===== src/rtl/kernel_deadlock_watchdog_pkg.sv =====
// Shared types and helpers for the kernel deadlock watchdog.
package kdm_pkg;

    typedef enum logic [1:0] {
        KDM_IDLE     = 2'd0,
        KDM_ARMED    = 2'd1,
        KDM_DEADLOCK = 2'd2
    } kdm_state_e;

    // Index width for n items; a single item still needs one bit.
    function automatic int kdm_width(input int n);
        return (n > 1) ? $clog2(n) : 1;
    endfunction

endpackage


===== src/rtl/kernel_deadlock_watchdog_if.sv =====
// Monitor-side bundle: observed kernel flags and control in, watchdog status out.
// All signals are level-sampled on the rising monitor clock; there is no
// valid/ready handshake, every input is treated as valid on every edge.
interface kdm_if #(
    parameter int NUM_AXIS = 2,
    parameter int NUM_INST = 1,
    parameter int THRESH_W = 16,
    parameter int CNT_W    = 32
);
    localparam int FC_W = kdm_pkg::kdm_width(NUM_AXIS);

    logic [NUM_AXIS-1:0] axis_blk_n;
    logic [NUM_INST-1:0] inst_idle;
    logic [NUM_INST-1:0] inst_block;
    logic                enable;
    logic                clear;
    logic [THRESH_W-1:0] threshold;

    logic                stalled;
    logic                deadlock;
    logic                deadlock_pulse;
    logic [NUM_AXIS-1:0] axis_snap;
    logic [NUM_INST-1:0] inst_snap;
    logic [FC_W-1:0]     first_chan;
    logic                first_chan_valid;
    logic [CNT_W-1:0]    stall_cycles;
    logic [1:0]          state_dbg;

    modport master (
        output axis_blk_n, inst_idle, inst_block, enable, clear, threshold,
        input  stalled, deadlock, deadlock_pulse, axis_snap, inst_snap,
               first_chan, first_chan_valid, stall_cycles, state_dbg
    );

    modport slave (
        input  axis_blk_n, inst_idle, inst_block, enable, clear, threshold,
        output stalled, deadlock, deadlock_pulse, axis_snap, inst_snap,
               first_chan, first_chan_valid, stall_cycles, state_dbg
    );
endinterface


===== src/rtl/kernel_deadlock_watchdog_prio_enc.sv =====
// Lowest-index-first priority encoder over the blocked-channel vector.
module kdm_prio_enc
    import kdm_pkg::*;
#(
    parameter int NUM_AXIS = 2,
    localparam int FC_W = kdm_width(NUM_AXIS)
) (
    input  logic [NUM_AXIS-1:0] vec,
    output logic [FC_W-1:0]     idx,
    output logic                valid
);
    always_comb begin
        idx   = '0;
        valid = |vec;
        // Scan downward so the lowest set bit is the last one written.
        for (int i = NUM_AXIS - 1; i >= 0; i--) begin
            if (vec[i]) begin
                idx = FC_W'(i);
            end
        end
    end
endmodule


===== src/rtl/kernel_deadlock_watchdog.sv =====
// Deadlock watchdog: qualifies a stall condition, requires it to persist for a
// programmable number of cycles, then latches sticky status and a culprit snapshot.
module kernel_deadlock_watchdog
    import kdm_pkg::*;
#(
    parameter int NUM_AXIS = 2,
    parameter int NUM_INST = 1,
    parameter int THRESH_W = 16,
    parameter int CNT_W    = 32
) (
    input logic  kernel_monitor_clock,
    input logic  kernel_monitor_reset,
    kdm_if.slave bus
);
    localparam int FC_W = kdm_width(NUM_AXIS);

    kdm_state_e          state_q, state_d;
    logic [THRESH_W-1:0] run_cnt_q, run_cnt_d;
    logic [CNT_W-1:0]    stall_cycles_q, stall_cycles_d;
    logic                stalled_q, stalled_d;
    logic                deadlock_q, deadlock_d;
    logic                pulse_q, pulse_d;
    logic [NUM_AXIS-1:0] axis_snap_q, axis_snap_d;
    logic [NUM_INST-1:0] inst_snap_q, inst_snap_d;
    logic [FC_W-1:0]     first_chan_q, first_chan_d;
    logic                first_valid_q, first_valid_d;

    logic [NUM_AXIS-1:0] axis_blk;
    logic                stall_raw;
    logic [THRESH_W-1:0] thr_eff;
    logic [THRESH_W-1:0] run_inc;
    logic [FC_W-1:0]     enc_idx;
    logic                enc_valid;
    logic                enter;

    assign axis_blk  = ~bus.axis_blk_n;
    // Every instance must be quiescent (idle or blocked), at least one blocked
    // or a stream blocked, and the kernel must not simply be finished (all idle).
    assign stall_raw = bus.enable
                     & ((|axis_blk) | (|bus.inst_block))
                     & (&(bus.inst_idle | bus.inst_block))
                     & ~(&bus.inst_idle);
    assign thr_eff   = (bus.threshold == '0) ? THRESH_W'(1) : bus.threshold;
    assign run_inc   = (&run_cnt_q) ? run_cnt_q : run_cnt_q + THRESH_W'(1);

    kdm_prio_enc #(.NUM_AXIS(NUM_AXIS)) u_prio_enc (
        .vec   (axis_blk),
        .idx   (enc_idx),
        .valid (enc_valid)
    );

    always_comb begin
        state_d        = state_q;
        run_cnt_d      = run_cnt_q;
        stall_cycles_d = stall_cycles_q;
        stalled_d      = stall_raw;
        deadlock_d     = deadlock_q;
        pulse_d        = 1'b0;
        axis_snap_d    = axis_snap_q;
        inst_snap_d    = inst_snap_q;
        first_chan_d   = first_chan_q;
        first_valid_d  = first_valid_q;
        enter          = 1'b0;

        if (stall_raw && !(&stall_cycles_q)) begin
            stall_cycles_d = stall_cycles_q + CNT_W'(1);
        end

        unique case (state_q)
            KDM_IDLE: begin
                if (stall_raw) begin
                    run_cnt_d = THRESH_W'(1);
                    if (thr_eff == THRESH_W'(1)) enter = 1'b1;
                    else                         state_d = KDM_ARMED;
                end
            end
            KDM_ARMED: begin
                if (stall_raw) begin
                    run_cnt_d = run_inc;
                    // >= so a threshold lowered beneath the run fires immediately.
                    if (run_inc >= thr_eff) enter = 1'b1;
                end else begin
                    state_d   = KDM_IDLE;
                    run_cnt_d = '0;
                end
            end
            KDM_DEADLOCK: ;
            default: state_d = KDM_IDLE;
        endcase

        if (enter) begin
            state_d       = KDM_DEADLOCK;
            deadlock_d    = 1'b1;
            pulse_d       = 1'b1;
            axis_snap_d   = axis_blk;
            inst_snap_d   = bus.inst_block;
            first_chan_d  = enc_idx;
            first_valid_d = enc_valid;
        end

        if (bus.clear) begin
            state_d        = KDM_IDLE;
            run_cnt_d      = '0;
            stall_cycles_d = '0;
            stalled_d      = 1'b0;
            deadlock_d     = 1'b0;
            pulse_d        = 1'b0;
            axis_snap_d    = '0;
            inst_snap_d    = '0;
            first_chan_d   = '0;
            first_valid_d  = 1'b0;
        end
    end

    always_ff @(posedge kernel_monitor_clock or negedge kernel_monitor_reset) begin
        if (!kernel_monitor_reset) begin
            state_q        <= KDM_IDLE;
            run_cnt_q      <= '0;
            stall_cycles_q <= '0;
            stalled_q      <= 1'b0;
            deadlock_q     <= 1'b0;
            pulse_q        <= 1'b0;
            axis_snap_q    <= '0;
            inst_snap_q    <= '0;
            first_chan_q   <= '0;
            first_valid_q  <= 1'b0;
        end else begin
            state_q        <= state_d;
            run_cnt_q      <= run_cnt_d;
            stall_cycles_q <= stall_cycles_d;
            stalled_q      <= stalled_d;
            deadlock_q     <= deadlock_d;
            pulse_q        <= pulse_d;
            axis_snap_q    <= axis_snap_d;
            inst_snap_q    <= inst_snap_d;
            first_chan_q   <= first_chan_d;
            first_valid_q  <= first_valid_d;
        end
    end

    assign bus.stalled          = stalled_q;
    assign bus.deadlock         = deadlock_q;
    assign bus.deadlock_pulse   = pulse_q;
    assign bus.axis_snap        = axis_snap_q;
    assign bus.inst_snap        = inst_snap_q;
    assign bus.first_chan       = first_chan_q;
    assign bus.first_chan_valid = first_valid_q;
    assign bus.stall_cycles     = stall_cycles_q;
    assign bus.state_dbg        = state_q;
endmodule

===== src/flat_wrapper.sv =====
// flat-port wrapper written by rule: the top's interface ports become plain ports
module kernel_deadlock_watchdog_flat import kdm_pkg::*;
#(
    parameter int NUM_AXIS = 2,
    parameter int NUM_INST = 1,
    parameter int THRESH_W = 16,
    parameter int CNT_W    = 32
)
  (kernel_monitor_clock, kernel_monitor_reset, bus_axis_blk_n, bus_inst_idle, bus_inst_block, bus_enable, bus_clear, bus_threshold, bus_stalled, bus_deadlock, bus_deadlock_pulse, bus_axis_snap, bus_inst_snap, bus_first_chan, bus_first_chan_valid, bus_stall_cycles, bus_state_dbg);
  kdm_if #(.NUM_AXIS(NUM_AXIS), .NUM_INST(NUM_INST), .THRESH_W(THRESH_W), .CNT_W(CNT_W)) bus_i ();
  input logic kernel_monitor_clock;
  input logic kernel_monitor_reset;
  input wire logic [$bits(bus_i.axis_blk_n)-1:0] bus_axis_blk_n;
  input wire logic [$bits(bus_i.inst_idle)-1:0] bus_inst_idle;
  input wire logic [$bits(bus_i.inst_block)-1:0] bus_inst_block;
  input wire logic [$bits(bus_i.enable)-1:0] bus_enable;
  input wire logic [$bits(bus_i.clear)-1:0] bus_clear;
  input wire logic [$bits(bus_i.threshold)-1:0] bus_threshold;
  output wire logic [$bits(bus_i.stalled)-1:0] bus_stalled;
  output wire logic [$bits(bus_i.deadlock)-1:0] bus_deadlock;
  output wire logic [$bits(bus_i.deadlock_pulse)-1:0] bus_deadlock_pulse;
  output wire logic [$bits(bus_i.axis_snap)-1:0] bus_axis_snap;
  output wire logic [$bits(bus_i.inst_snap)-1:0] bus_inst_snap;
  output wire logic [$bits(bus_i.first_chan)-1:0] bus_first_chan;
  output wire logic [$bits(bus_i.first_chan_valid)-1:0] bus_first_chan_valid;
  output wire logic [$bits(bus_i.stall_cycles)-1:0] bus_stall_cycles;
  output wire logic [$bits(bus_i.state_dbg)-1:0] bus_state_dbg;
  assign bus_i.axis_blk_n = bus_axis_blk_n;
  assign bus_i.inst_idle = bus_inst_idle;
  assign bus_i.inst_block = bus_inst_block;
  assign bus_i.enable = bus_enable;
  assign bus_i.clear = bus_clear;
  assign bus_i.threshold = bus_threshold;
  assign bus_stalled = bus_i.stalled;
  assign bus_deadlock = bus_i.deadlock;
  assign bus_deadlock_pulse = bus_i.deadlock_pulse;
  assign bus_axis_snap = bus_i.axis_snap;
  assign bus_inst_snap = bus_i.inst_snap;
  assign bus_first_chan = bus_i.first_chan;
  assign bus_first_chan_valid = bus_i.first_chan_valid;
  assign bus_stall_cycles = bus_i.stall_cycles;
  assign bus_state_dbg = bus_i.state_dbg;
  kernel_deadlock_watchdog #(.NUM_AXIS(NUM_AXIS), .NUM_INST(NUM_INST), .THRESH_W(THRESH_W), .CNT_W(CNT_W)) u_core (.kernel_monitor_clock(kernel_monitor_clock), .kernel_monitor_reset(kernel_monitor_reset), .bus(bus_i));
endmodule

===== config.mk =====
export PLATFORM = sky130hd
export DESIGN_NAME = kernel_deadlock_watchdog_flat
export DESIGN_NICKNAME = d
export VERILOG_FILES = /design/src/rtl/kernel_deadlock_watchdog_pkg.sv /design/src/rtl/kernel_deadlock_watchdog_if.sv /design/src/rtl/kernel_deadlock_watchdog_prio_enc.sv /design/src/rtl/kernel_deadlock_watchdog.sv /design/src/flat_wrapper.sv
export SDC_FILE = /design/constraint.sdc
export NUM_CORES = 1
export LEC_CHECK = 0
export CORE_AREA = 2 2 90 92
export CTS_BUF_LIST = sky130_fd_sc_hd__clkbuf_4 sky130_fd_sc_hd__clkbuf_8
export DETAILED_ROUTE_END_ITERATION = 7
export DIE_AREA = 0 0 92 94
export HOLD_SLACK_MARGIN = 0.12
export PLACE_DENSITY_LB_ADDON = 0.25
export RECOVER_POWER = 25
export SETUP_SLACK_MARGIN = 0.5
export SKIP_CTS_REPAIR_TIMING = 1
export SLEW_MARGIN = 25
export SYNTH_ARGS = -nofsm -noshare
export SYNTH_HDL_FRONTEND = slang
export SYNTH_SLANG_ARGS = --single-unit

===== constraint.sdc =====
create_clock -name kernel_monitor_clock -period 3.1 [get_ports kernel_monitor_clock]
set_input_delay 0.62 -clock kernel_monitor_clock [delete_from_list [all_inputs] [get_ports kernel_monitor_clock]]
set_output_delay 0.62 -clock kernel_monitor_clock [all_outputs]
set_load 0.02 [all_outputs]

Yosys cells after proc, flatten, opt, wreduce, memory -nomap -nowiden
Cells that the tools add are included.
{ "totals": {"ff_bits": 58, "inputBits": 24, "elab_cells": 74} }
{ "classes": {"n_addsub": 2, "order_cmp": 1, "eq_ne": 8, "mux": 34, "bitwise": 7, "n_reduce_logical": 12} }
{ "ops": {"columns": ["cell", "n"], "rows": [
  ["$mux W16", 5],
  ["$mux W32", 2],
  ["$add A32 B1 Y32 const B", 1],
  ["$pmux W16 S2", 1],
  ["$reduce_and A32 Y1", 1],
  ["$mux W1", 17],
  ["$add A16 B1 Y16 const B", 1],
  ["$eq A16 B1 Y1 const B", 1],
  ["$ge A16 B16 Y1", 1],
  ["$logic_not A16 Y1", 1],
  ["$reduce_and A16 Y1", 1],
  ["$mux W2", 7],
  ["$ne A3 B2 Y1 const B", 2],
  ["$pmux W2 S3", 1],
  ["$ne A4 B2 Y1 const B", 1],
  ["$ne A4 B3 Y1 const B", 1],
  ["$ne A4 B4 Y1 const B", 1],
  ["$reduce_and A4 Y1", 1],
  ["$reduce_bool A2 Y1", 2],
  ["$and A1 B1 Y1", 3],
  ["$reduce_bool A3 Y1", 1],
  ["$eq A2 B1 Y1 const B", 1],
  ["$eq A2 B2 Y1 const B", 1],
  ["$logic_not A2 Y1", 1],
  ["other kinds (8)", 9]
]} }

Logic depth before layout (Yosys ltp)
Gate-level depths: netlist (run 1).
{ "logic_depth": {"word_depth": 10, "depth_mapped": 14, "ltp_nobuf": 13} }

By module
Synthesis (run 1) repeated with hierarchy kept, for this count alone.
{ "hier_totals": {"hier_cells": 407, "hier_area_um2": 3679.8} }
{ "modules_own_cells": {"columns": ["module", "n_inst", "cells_each", "area_per_inst_um2"], "rows": [
  ["kernel_deadlock_watchdog", 1, 405, 3667.3],
  ["kdm_prio_enc", 1, 2, 12.5]
]} }

Worst setup path after synthesis (run 1)
Ideal clock, no wire load.
{ "synth_timing": {"path_kind": "reg2reg", "start": "reg u_core.run_cnt_q[3]", "end": "reg u_core.state_q[0], in the netlist u_core.bus.state_dbg[0]", "arrival_time_ns": 3.274, "required_ns": 2.975, "path_slack_ns": -0.299, "path_stages_with_launch": 14, "period_less_slack_ns": 3.399, "path_cell_list": "dfrtp_1 > clkbuf_1 > and4_1 > nand3_1 > or3_1 > clkbuf_1 > nor3_1 > nor2_1 > ha_1 > a211oi_1 > o21ai_1 > a211o_1 > and2_1 > a2111oi_0"} }
{ "synth_between": {"elab_chain_cells": 8} }
{ "synth_rtl": {"columns": ["item", "line", "rtl"], "rows": [
  ["start: declaration", "kernel_deadlock_watchdog.sv:18", "logic [THRESH_W-1:0] run_cnt_q, run_cnt_d;"],
  ["start signal: assignment", "kernel_deadlock_watchdog.sv:129", "run_cnt_q <= run_cnt_d;"],
  ["$add A16 B1 Y16 or $reduce_and A16 Y1 (tied branches)", "kernel_deadlock_watchdog.sv:44", "assign run_inc = (&run_cnt_q) ? run_cnt_q : run_cnt_q + THRESH_W'(1);"],
  ["$mux W16 *", "kernel_deadlock_watchdog.sv:44", null],
  ["$ge A16 B16 Y1 *", "kernel_deadlock_watchdog.sv:81", "if (run_inc >= thr_eff) enter = 1'b1;"],
  ["$mux W1 *", "kernel_deadlock_watchdog.sv:81", null],
  ["$mux W1 *", "kernel_deadlock_watchdog.sv:78", "if (stall_raw) begin"],
  ["$pmux W1 S2 *", "kernel_deadlock_watchdog.sv:69", "unique case (state_q)"],
  ["$ne A4 B4 Y1 (no line) (tied with other cells)", null, null],
  ["$reduce_and A4 Y1 (no line) or $mux W2 (tied branches)", null, null],
  ["end signal: assignment", "kernel_deadlock_watchdog.sv:128", "state_q <= state_d;"],
  ["end: declaration", "kernel_deadlock_watchdog.sv:17", "kdm_state_e state_q, state_d;"]
]} }
Every way passes the cells marked *; elsewhere a longest branch is shown, timed or not.
A chain may end at the register's enable or synchronous reset.

Worst setup path after layout (run 1)
{ "layout_timing": {"start": "reg u_core.run_cnt_q[12]", "end": "reg u_core.first_valid_q, in the netlist u_core.bus.first_chan_valid"} }
{ "layout_between": {"elab_chain_cells": 7} }
{ "layout_rtl": {"columns": ["item", "line", "rtl"], "rows": [
  ["$add A16 B1 Y16 or $reduce_and A16 Y1 (tied branches)", "kernel_deadlock_watchdog.sv:44", null],
  ["$mux W16 *", "kernel_deadlock_watchdog.sv:44", null],
  ["$ge A16 B16 Y1 *", "kernel_deadlock_watchdog.sv:81", null],
  ["$mux W1 *", "kernel_deadlock_watchdog.sv:81", null],
  ["$mux W1 *", "kernel_deadlock_watchdog.sv:78", null],
  ["$pmux W1 S2 *", "kernel_deadlock_watchdog.sv:69", null],
  ["$reduce_bool A2 Y1 (no line) *", null, null],
  ["end signal: assignment", "kernel_deadlock_watchdog.sv:137", "first_valid_q <= first_valid_d;"],
  ["end: declaration", "kernel_deadlock_watchdog.sv:26", "logic first_valid_q, first_valid_d;"]
]} }
Marked as above.

==> flow_metrics.py, run 1 <==
metrics = {
    "cts": {
        "cts_inserted_buffers": 9,
        "clock_latency_ns": 0.34,
        "root_buffer": "clkbuf_8",
        "path_clk_slew_ns": 0.07,
        "htreeDepth": 3,
        "tritoncts": "built",
        "cts_sinks": 58,
        "clockBufferDepth": 2,
    },
    "critical_path": {
        "cp.arrival_ns": 3.21,
        "cp_max_fo": 7,
        "cpMostUsedCell": "nand4_1",
        "timing.rr.end": "u_core.bus.first_chan_valid",
        "r2r_slack_ns": 0.14,
        "path_delay_family": "simple AND/OR/NAND/NOR gates",
        "worstPathCellList": "nand4_1 -> buf_4 -> or3_4 -> nor3_4 -> nor2_2 -> ha_1 -> nand4_1 -> a311oi_2 -> a211o_1 -> buf_6 -> a21oi_1 -> a311oi_1",
        "path_buf_inv": 2,
        "startpoint_type": "flip-flop",
        "reg2reg_from": "u_core.run_cnt_q[12]",
        "required_ns": 3.34,
        "path_class": "reg2reg",
        "cpMaxStageDelayCell": "or3_4",
        "end_kind": "flip-flop",
        "reg2reg_depth": 12,
        "slowest_delay_ns": 0.41,
    },
    "logic_synthesis": {
        "ys_warn_count": 0,
        "synth_edf_count": 0,
        "yosysTopAreaCell": "dfrtp_1",
        "synth_area_per_cell_um2": 8.84,
        "synth_seq_cells": 58,
        "synth_top_area_share_pct": 39.2,
        "yosys.cell_types.count": 51,
        "yosysSeqAreaShare_pct": 39.2,
        "ys_top_cells_by_count": "58 x dfrtp_1, 54 x nor2_1, 28 x a21oi_1, 25 x nand2_1, 25 x xnor2_1",
        "yosys_most_used_dff": "dfrtp_1",
        "async_reset_ff_share_pct": 100,
        "syn_inst": 419,
        "netlist_area_mm2": 0.00371,
        "synthTopCellsByArea": "dfrtp_1 39%, ha_1 6.1%, xnor2_1 5.9%",
        "syn_nets": 461,
        "synth.most_common_cell": "dfrtp_1",
    },
    "place": {
        "preCtsSetupSlack_ns": -0.279,
        "routabilityCongestion": 0.807,
        "io_buffers": 65,
        "dpl_cell_area_mm2": 0.00465,
        "dp_hpwl_um": 6390,
    },
    "global_routing": {
        "grt_first_pass_wirelength_um": 14600,
        "grt_antenna_before_repair": 0,
        "grt_max_degree": 43,
        "grt_pass1_vias": 3140,
        "overflow": 0,
        "track_usage_pct": 20.9,
    },
    "finish": {
        "area_growth_pct": 37.0,
        "drive_above_1_share_pct": 17.7,
        "nets": 552,
        "fin_area_mm2": 0.00508,
        "antenna_cells": 0,
        "postLayoutCoreUtil_pct": 66.8,
    },
    "floorplanning": {
        "core_mm2": 0.00761,
        "die_h_um": 94,
        "die_w_um": 92,
        "pin_count": 66,
        "start_util_pct": 48.7,
        "rows": 32,
        "die-area_mm2": 0.00865,
    },
    "drt": {
        "ant_nets": 0,
        "vias_per_cell": 5.57,
        "first_iter_violations": 197,
        "drc": 0,
        "avgRoutedWirePerCell_um": 14.5,
        "vias": 3436,
        "first_pass_iters": 4,
        "drt-total-wl_um": 8950,
    },
    "pwr": {
        "power_mw": 1.70,
        "vdd_drop_max_mv": 0.270,
        "p_leak_nw": 2.17,
        "p_per_area_mw_per_mm2": 335,
    },
    "sta": {
        "setup_violations": 0,
        "drv_slew": 32,
        "rsz0062_at_grt": "true",
        "finalHoldViolations": 0,
        "period_share_pct": 95.6,
        "finalWorstSetupSlack_ns": 0.137,
        "worst_pin_slew_ns": 1.75,
        "min_period_ns": 2.96,
        "slew_headroom_pct": -16.4,
        "worst_clock_skew_ns": 0.00999,
        "max_freq_mhz": 338,
    },
    "worst_hold_path": {
        "min_path_type": "in2async",
    },
    "status": {
        "violations": "capacitance limit, slew limit",
        "outcome": "finished, violations left",
    },
    "job": {
        "drv_cap": 1,
    },
}
-- worst register-to-register path, cell delays in order, from the launching register on --
cell and delay, ns:
dfrtp_1 0.38, nand4_1 0.25, buf_4 0.22, or3_4 0.41
nor3_4 0.17, nor2_2 0.07, ha_1 0.32, nand4_1 0.14
a311oi_2 0.30, a211o_1 0.23, buf_6 0.14, a21oi_1 0.06
a311oi_1 0.19
-- metal layers --
layer | global-route usage, % | part of all wire (%) | up-vias
met1 | 28.2 | 47 | 1668
met3 | 3.61 | 3.2 | 11
met5 | 0 | 0 | -
met2 | 34.4 | 48 | 64
li1 | - | - | 1693
met4 | 6.47 | 1.4 | 0
-- cell usage in the layout (no fill, tap or decap), types with 3 or more instances in the layout --
master / synthesis / routed
nand2b_1: 7 / 7
o21a_1: 3 / 3
dfrtp_1: 58 / 56
a21o_1: 3 / 3
xnor2_1: 25 / 23
clkbuf_8: 0 / 10
a21oi_1: 28 / 25
a31oi_1: 4 / 4
and4_1: 8 / 7
nand4_1: 14 / 14
clkbuf_1: 15 / 3
nor4_1: 6 / 4
nor2_1: 54 / 52
or2_2: 3 / 3
or3_1: 8 / 7
nand2_1: 25 / 22
nand3_2: 0 / 3
a22o_1: 3 / 3
and3_1: 6 / 5
inv_1: 21 / 21
clkdlybuf4s50_1: 0 / 64
ha_1: 18 / 16
nand3_1: 22 / 18
nor3_1: 15 / 13
o21ai_0: 21 / 21
buf_4: 0 / 28
xor2_1: 12 / 12
o31ai_1: 5 / 5
-- how the worst max path moves through the flow --
stage                               from                           to  slack (ns)  depth (start not counted)
floorplan            u_core.run_cnt_q[4]      u_core.bus.state_dbg[0]        0.22                         14
detailed placement      bus_threshold[5]      u_core.bus.state_dbg[0]       -0.28                         11
CTS                 u_core.run_cnt_q[11]      u_core.bus.state_dbg[0]        0.06                         10
global route        u_core.run_cnt_q[12]      u_core.bus.state_dbg[0]       -0.02                         10
finish              u_core.run_cnt_q[12]  u_core.bus.first_chan_valid        0.14                         12
global placement        bus_threshold[5]      u_core.bus.state_dbg[0]       -0.24                         11
-- layout make-up --
type / instances / area [µm²]
Timing Repair Buffer: 96 / 873
Multi-Input combinational cell: 324 / 2320
Clock buffer: 12 / 153
Tap cell: 102 / 128
Fill cell: 632 / 2530
Clock inverter: 4 / 75.1
Sequential cell: 58 / 1450
Inverter: 21 / 78.8
-- metrics by stage --
stage | instances | setup TNS (ns) | hold slack (ns)
4_1_cts | 603 | 0 | 0.139
2_1_floorplan | 419 | 0 | 0.324
5_1_grt | 617 | -0.0182 | 0.305
3_5_place_dp | 587 | -1.90 | 0.494
6_report | 617 | 0 | 0.252
3_3_place_gp | 587 | -1.57 | 0.486
-- report_power, final --
group	switching, mW	leakage, nW	internal (mW)
sequential	0.00515	0.806	0.760
clock	0.313	0.110	0.493
combinational	0.0684	1.25	0.0601
total	0.386	2.17	1.31
-- cell families after synthesis --
kind of cell | count (synthesis) | synth area share (%)
fa+ha+maj | 18 | 6.08
compound gates | 79 | 13.2
mux | 2 | 0.574
xor+xnor | 37 | 8.74
buf+inv | 37 | 3.95
flops | 58 | 39.2
simple gates | 188 | 28.3
-- state kept, by name, summed over array words and instances, names as in the netlist --
signal                       flops
u_core.bus.axis_snap             2
u_core.bus.stall_cycles         32
u_core.bus.inst_snap             1
u_core.run_cnt_q                16
u_core.bus.state_dbg             2
u_core.bus.deadlock              1
u_core.bus.deadlock_pulse        1
u_core.bus.stalled               1
u_core.bus.first_chan_valid      1
u_core.bus.first_chan            1
Note: power is estimated with default switching activity, not from simulation.
==> run 2, diff against run 1 <==
HOLD_SLACK_MARGIN = unset   (was 0.12)
==> results of run 2 <==
No change in the layout: final DEF, timing and power equal those of run 1.
==> run 3, diff against run 2 <==
CORE_AREA = 2 2 86 88   (was 2 2 90 92)
DIE_AREA = 0 0 88 90   (was 0 0 92 94)
GPL_ROUTABILITY_DRIVEN = 0   (was unset)
SETUP_SLACK_MARGIN = 0.1   (was 0.5)
clock period = 3.15 ns   (was 3.1 ns; I/O delays follow)
==> run 3 against run 2 <==
Net effect: final area fell by 1.7%; core utilization grew 4.3 points; critical path depth fell by 1; clock power shrank 25%; the run still ends with capacitance limit, slew limit left; via count increased by 1.4%; worst hold slack got worse by 0.10 ns; clock skew up 0.0016 ns; combinational power is essentially flat; maximum frequency down 1.1%; sequential power fell by 2%; non-clock buffer count is 3 higher; register-to-register slack better by 0.02 ns.
==> flow_metrics.py, run 3 (same netlist as run 1, synthesis figures left out) <==
metrics = {
    "finish": {
        "multi_input_area_mm2": 0.00226,
        "final_cell_mix": "64 x clkdlybuf4s50_1, 55 x dfrtp_1, 53 x nor2_1",
        "area_growth_pct": 34.6,
        "layout_commonest_cell": "clkdlybuf4s50_1",
        "largest_register_ffs": 32,
        "postLayoutCoreUtil_pct": 71.1,
        "drive_above_1_share_pct": 17.8,
        "antenna_cells": 0,
        "layoutNonFillerInstCount": 617,
        "nets": 555,
        "register_area_mm2": 0.00146,
        "fillers": 529,
    },
    "critical_path": {
        "cpMaxStageDelayCell": "dfrtp_2",
        "timing.rr.end": "u_core.bus.state_dbg[0]",
        "slowest_delay_ns": 0.42,
        "path_class": "reg2reg",
        "required_ns": 3.38,
        "cp.arrival_ns": 3.23,
        "end_kind": "flip-flop",
        "cp_max_fo": 5,
        "worstPathCellList": "nand4_1 -> buf_4 -> nor3_4 -> nand2_2 -> mux2_2 -> ha_1 -> a211oi_2 -> o2111ai_1 -> a211o_1 -> and2_4 -> a2111oi_4",
        "startpoint_type": "flip-flop",
        "r2r_slack_ns": 0.15,
        "reg2reg_from": "u_core.run_cnt_q[11]",
        "reg2reg_depth": 11,
    },
    "global_routing": {
        "track_usage_pct": 24.3,
        "overflow": 0,
        "grt_max_degree": 44,
        "grt_pass1_vias": 3340,
        "grt_antenna_before_repair": 0,
        "grt_first_pass_wirelength_um": 15400,
    },
    "place": {
        "dp_hpwl_um": 6660,
        "dp.cells": 592,
        "io_buffers": 65,
        "preCtsSetupSlack_ns": -0.220,
    },
    "sta": {
        "finalHoldViolations": 0,
        "min_period_ns": 3.00,
        "setup_violations": 0,
        "rsz0062_at_grt": "true",
        "max_freq_mhz": 334,
        "drv_slew": 34,
        "period_share_pct": 95.1,
        "tns_ns": 0,
        "finalWorstSetupSlack_ns": 0.153,
        "worst_pin_slew_ns": 1.78,
        "slew_headroom_pct": -19.0,
        "worst_clock_skew_ns": 0.0116,
    },
    "status": {
        "outcome": "finished, violations left",
        "violations": "capacitance limit, slew limit",
    },
    "cts": {
        "cts_sinks": 58,
        "clock_latency_ns": 0.33,
        "tritoncts": "built",
        "path_clk_slew_ns": 0.07,
        "htreeDepth": 3,
        "root_buffer": "clkbuf_8",
        "cts_inserted_buffers": 9,
        "clockBufferDepth": 2,
    },
    "drt": {
        "first_pass_iters": 4,
        "vias_per_cell": 5.65,
        "drc": 0,
        "avgRoutedWirePerCell_um": 15.5,
        "ant_nets": 0,
        "first_iter_violations": 193,
        "drt-total-wl_um": 9570,
        "vias": 3483,
    },
    "floorplanning": {
        "pin_count": 66,
        "die_h_um": 90,
        "core_mm2": 0.00702,
        "rows": 31,
        "start_util_pct": 52.8,
        "die_w_um": 88,
        "die-area_mm2": 0.00792,
    },
    "pwr": {
        "p_leak_nw": 2.14,
        "vdd_drop_max_mv": 0.270,
        "p_per_area_mw_per_mm2": 297,
    },
    "job": {
        "drv_cap": 1,
    },
    "worst_hold_path": {
        "min_path_type": "in2async",
    },
}
==> run 3: cell count changes in the layout (fill, tap and decap cells not counted), sizes merged <==
cell / previous run / this run
buf: 29 / 32
clkinv: 0 / 4
clkinvlp: 2 / 1
bufinv: 2 / 0
clkbuf: 15 / 14
==> run 3: per-stage QoR <==
stage | hold WS, ns | power (mW) | instance area (µm²)
CTS | 0.0971 | 1.49 | 4790
finish | 0.148 | 1.48 | 4990
global placement | 0.466 | 0.884 | 4620
global route | 0.158 | 1.55 | 4990
detailed placement | 0.464 | 0.886 | 4620
floorplan | 0.334 | 0.816 | 3740
==> run 3: layout make-up <==
cell class	instances	area share, %
flip-flops and latches	58	29.2
clock inverters	5	0.627
multi-input cells	324	45.3
well taps	99	2.48
clock buffers	11	2.78
repair buffers	99	18.0
inverters	21	1.58
==> run 3: how the worst max path moves through the flow <==
| stage | from | end | slack [ns] | cells after the start |
|---|---|---|---|---|
| detailed placement | bus_threshold[9] | u_core.bus.state_dbg[0] | -0.22 | 11 |
| CTS | u_core.run_cnt_q[10] | u_core.bus.state_dbg[0] | -0.01 | 11 |
| finish | u_core.run_cnt_q[11] | u_core.bus.state_dbg[0] | 0.15 | 11 |
| floorplan | u_core.run_cnt_q[3] | u_core.bus.state_dbg[0] | 0.10 | 13 |
| global placement | bus_threshold[9] | u_core.bus.state_dbg[0] | -0.21 | 11 |
| global route | u_core.run_cnt_q[6] | u_core.bus.first_chan_valid | -0.01 | 14 |
==> run 3: power breakdown <==
| group | total (mW) | switching [mW] | internal, mW |
|---|---|---|---|
| logic | 0.126 | 0.0693 | 0.0572 |
| clock network | 0.602 | 0.302 | 0.300 |
| registers | 0.751 | 0.00353 | 0.748 |
==> run 3: metal layers <==
layer | up-vias | global-route usage (%) | part of all wire, %
met5 | - | 0 | 0
met4 | 0 | 6.28 | 1.0
met3 | 8 | 5.23 | 3.4
met2 | 71 | 39.8 | 51
met1 | 1717 | 32.4 | 44
li1 | 1687 | - | -
==> run 3: worst max-delay path, delay by kind of cell (launching register included) <==
family	cells	cell delay [ns]
DFF	1	0.42
AOI/OAI and AO/OA	4	0.96
buffers and inverters	1	0.18
muxes	1	0.33
and+or+nand+nor	4	0.69
adders and majority gates	1	0.31
==> RTL change: new RTL, config.mk and constraints of run 3 <==
`NUM_AXIS` is set to 2 in 4 places; all go to 4.
--- a/src/rtl/kernel_deadlock_watchdog_if.sv
+++ b/src/rtl/kernel_deadlock_watchdog_if.sv
@@ -2,7 +2,7 @@
 // All signals are level-sampled on the rising monitor clock; there is no
 // valid/ready handshake, every input is treated as valid on every edge.
 interface kdm_if #(
-    parameter int NUM_AXIS = 2,
+    parameter int NUM_AXIS = 4,
     parameter int NUM_INST = 1,
     parameter int THRESH_W = 16,
     parameter int CNT_W    = 32
--- a/src/rtl/kernel_deadlock_watchdog_prio_enc.sv
+++ b/src/rtl/kernel_deadlock_watchdog_prio_enc.sv
@@ -2,7 +2,7 @@
 module kdm_prio_enc
     import kdm_pkg::*;
 #(
-    parameter int NUM_AXIS = 2,
+    parameter int NUM_AXIS = 4,
     localparam int FC_W = kdm_width(NUM_AXIS)
 ) (
     input  logic [NUM_AXIS-1:0] vec,
--- a/src/rtl/kernel_deadlock_watchdog.sv
+++ b/src/rtl/kernel_deadlock_watchdog.sv
@@ -3,7 +3,7 @@
 module kernel_deadlock_watchdog
     import kdm_pkg::*;
 #(
-    parameter int NUM_AXIS = 2,
+    parameter int NUM_AXIS = 4,
     parameter int NUM_INST = 1,
     parameter int THRESH_W = 16,
     parameter int CNT_W    = 32
--- a/src/flat_wrapper.sv
+++ b/src/flat_wrapper.sv
@@ -1,7 +1,7 @@
 // flat-port wrapper written by rule: the top's interface ports become plain ports
 module kernel_deadlock_watchdog_flat import kdm_pkg::*;
 #(
-    parameter int NUM_AXIS = 2,
+    parameter int NUM_AXIS = 4,
     parameter int NUM_INST = 1,
     parameter int THRESH_W = 16,
     parameter int CNT_W    = 32
Interface: changed (resized bus_axis_blk_n, bus_axis_snap and bus_first_chan); port bits go from 66 to 71. No check against the original RTL was run, so the function may have changed too.
==> RTL change against run 3 <==
  * Routed wire length up 12%
  * Critical endpoint is now u_core.bus.axis_snap[1]
  * Sequential cell count rose by 3
  * Largest cell class unchanged
  * Largest power group is now clock
  * Worst setup slack worse by 0.064 ns
  * Synthesized area increased by 3.9%
  * Die area did not move
  * Power grew 19%
  * Design area rose by 9.3%
==> RTL change: results (changes against run 3) <==
Yosys
The adder-cell share of the synthesized area is 5.85% (was 6.08%). The number of library cell types mapped by synthesis came to 55 (was 51). Top post-synthesis cells by area: sky130_fd_sc_hd__dfrtp_1 40%, sky130_fd_sc_hd__ha_1 5.8%, sky130_fd_sc_hd__xnor2_1 5.7% (was sky130_fd_sc_hd__dfrtp_1 39%, sky130_fd_sc_hd__ha_1 6.1%, sky130_fd_sc_hd__xnor2_1 5.9%). The sequential element share of the synthesized area came to 39.6% (was 39.2%). The xor and xnor area share after synthesis is 9.55% (was 8.74%).

Power
The clock share of power is 46.2% (was 40.7%). The worst vdd rail ir drop was 0.221 mV (was 0.270 mV). The static leakage is 2.48 nW (was 2.14 nW). The power dissipated in sequential cells is 0.000791 W (was 0.000751 W). The switching power is 0.000405 W (was 0.000375 W).

Finish
The non-clock buffer total of the final layout is 124 (was 99). The clock network area share was 4.18% (was 3.41%). The number of clock buffer instances in the layout is 12 (was 11). The fraction of area in non-clock buffers is 21.1% (was 18.0%).

The fraction of layout cells with a size suffix above 1 was 21.5% (was 17.8%). The non-clock inverter instance count of the final layout is 19 (was 21).

Route
The number of vias in the routed layout is 3718 (was 3483). The per-cell routed wire length is 16.7 µm (was 15.5 µm). The length of the first detailed-routing pass in iterations was 5 (was 4).

The initial detailed-routing violation count is 207 (was 193).

Outcome
Status: finished, final reports clean (was complete, but fails checks).

Setup path
The critical path arrival is 3.33 ns (was 3.23 ns). The terminus of the critical flop-to-flop path is u_core.bus.axis_snap[1] (was u_core.bus.state_dbg[0]). The launching point of the worst reg2reg path is u_core.run_cnt_q[1] (was u_core.run_cnt_q[11]). The number of cells on the worst reg-to-reg path is 15 (was 11).

Global route
The total track usage came to 25.6% (was 24.3%). The pin count of the biggest net entering global routing came to 48 (was 44). The via count of the first global-routing pass is 3440 (was 3340). The wire length of the first global-routing pass is 16.2 mm (was 15.4 mm).

Timing
The worst clock skew came to 0.00562 ns (was 0.0116 ns).

Placed design
The worst slack at placement is -0.544 ns (was -0.220 ns). The placed wire-length estimate is 6.92 mm (was 6.66 mm).
[RTL change: cell count changes after synthesis, moves of 4 or more]
cell	before	now
sky130_fd_sc_hd__nor2_1	54	50
sky130_fd_sc_hd__nand2_1	25	35
sky130_fd_sc_hd__nor3b_1	1	5
sky130_fd_sc_hd__buf_2	0	7
sky130_fd_sc_hd__clkbuf_1	15	6
sky130_fd_sc_hd__xor2_1	12	17
sky130_fd_sc_hd__nor3_1	15	11
[RTL change: critical path: stages, from the launching register on]
cell and delay, ns:
sky130_fd_sc_hd__dfrtp_1 0.41, sky130_fd_sc_hd__ha_4 0.18, sky130_fd_sc_hd__nand2_4 0.06, sky130_fd_sc_hd__nor3_4 0.29, sky130_fd_sc_hd__buf_6 0.18, sky130_fd_sc_hd__buf_4 0.12, sky130_fd_sc_hd__a21oi_4 0.05, sky130_fd_sc_hd__buf_6 0.12
sky130_fd_sc_hd__xor2_1 0.14, sky130_fd_sc_hd__ha_1 0.30, sky130_fd_sc_hd__nand2_1 0.05, sky130_fd_sc_hd__nor2_1 0.12, sky130_fd_sc_hd__o211ai_1 0.16, sky130_fd_sc_hd__o2111a_2 0.32, sky130_fd_sc_hd__or3_1 0.35, sky130_fd_sc_hd__a21oi_1 0.14
[RTL change: per-layer routing]
layer | up-vias | wire length, µm | global-route usage [%]
met5 | - | 0 | 0
met4 | 0 | 295 | 10.5
met3 | 30 | 511 | 4.96
met2 | 138 | 5440 | 41.7
met1 | 1819 | 4470 | 32.9
li1 | 1731 | - | -
[RTL change: how the worst max path moves through the flow]
stage                             start                 endpoint  slack [ns]  cells past startpoint
floorplan           u_core.run_cnt_q[0]  u_core.bus.axis_snap[3]        0.10                     12
global placement       bus_threshold[1]  u_core.bus.axis_snap[0]       -0.47                     11
detailed placement     bus_threshold[5]  u_core.bus.axis_snap[1]       -0.54                     11
CTS                    bus_threshold[5]  u_core.bus.axis_snap[2]       -0.22                     11
global route        u_core.run_cnt_q[0]  u_core.bus.axis_snap[3]       -0.04                     14
finish              u_core.run_cnt_q[1]  u_core.bus.axis_snap[1]        0.09                     15
[RTL change: through the flow]
| stage | TNS [ns] | instances | cell area (µm²) | hold WS [ns] | power [W] |
|---|---|---|---|---|---|
| 2_1_floorplan | 0 | 423 | 3880 | 0.334 | 0.000860 |
| 3_3_place_gp | -4.92 | 613 | 4880 | 0.484 | 0.000934 |
| 3_5_place_dp | -5.39 | 613 | 4880 | 0.489 | 0.000938 |
| 4_1_cts | -1.57 | 628 | 5110 | 0.214 | 0.00174 |
| 5_1_grt | -0.0999 | 643 | 5450 | 0.519 | 0.00180 |
| 6_report | 0 | 643 | 5450 | 0.424 | 0.00175 |
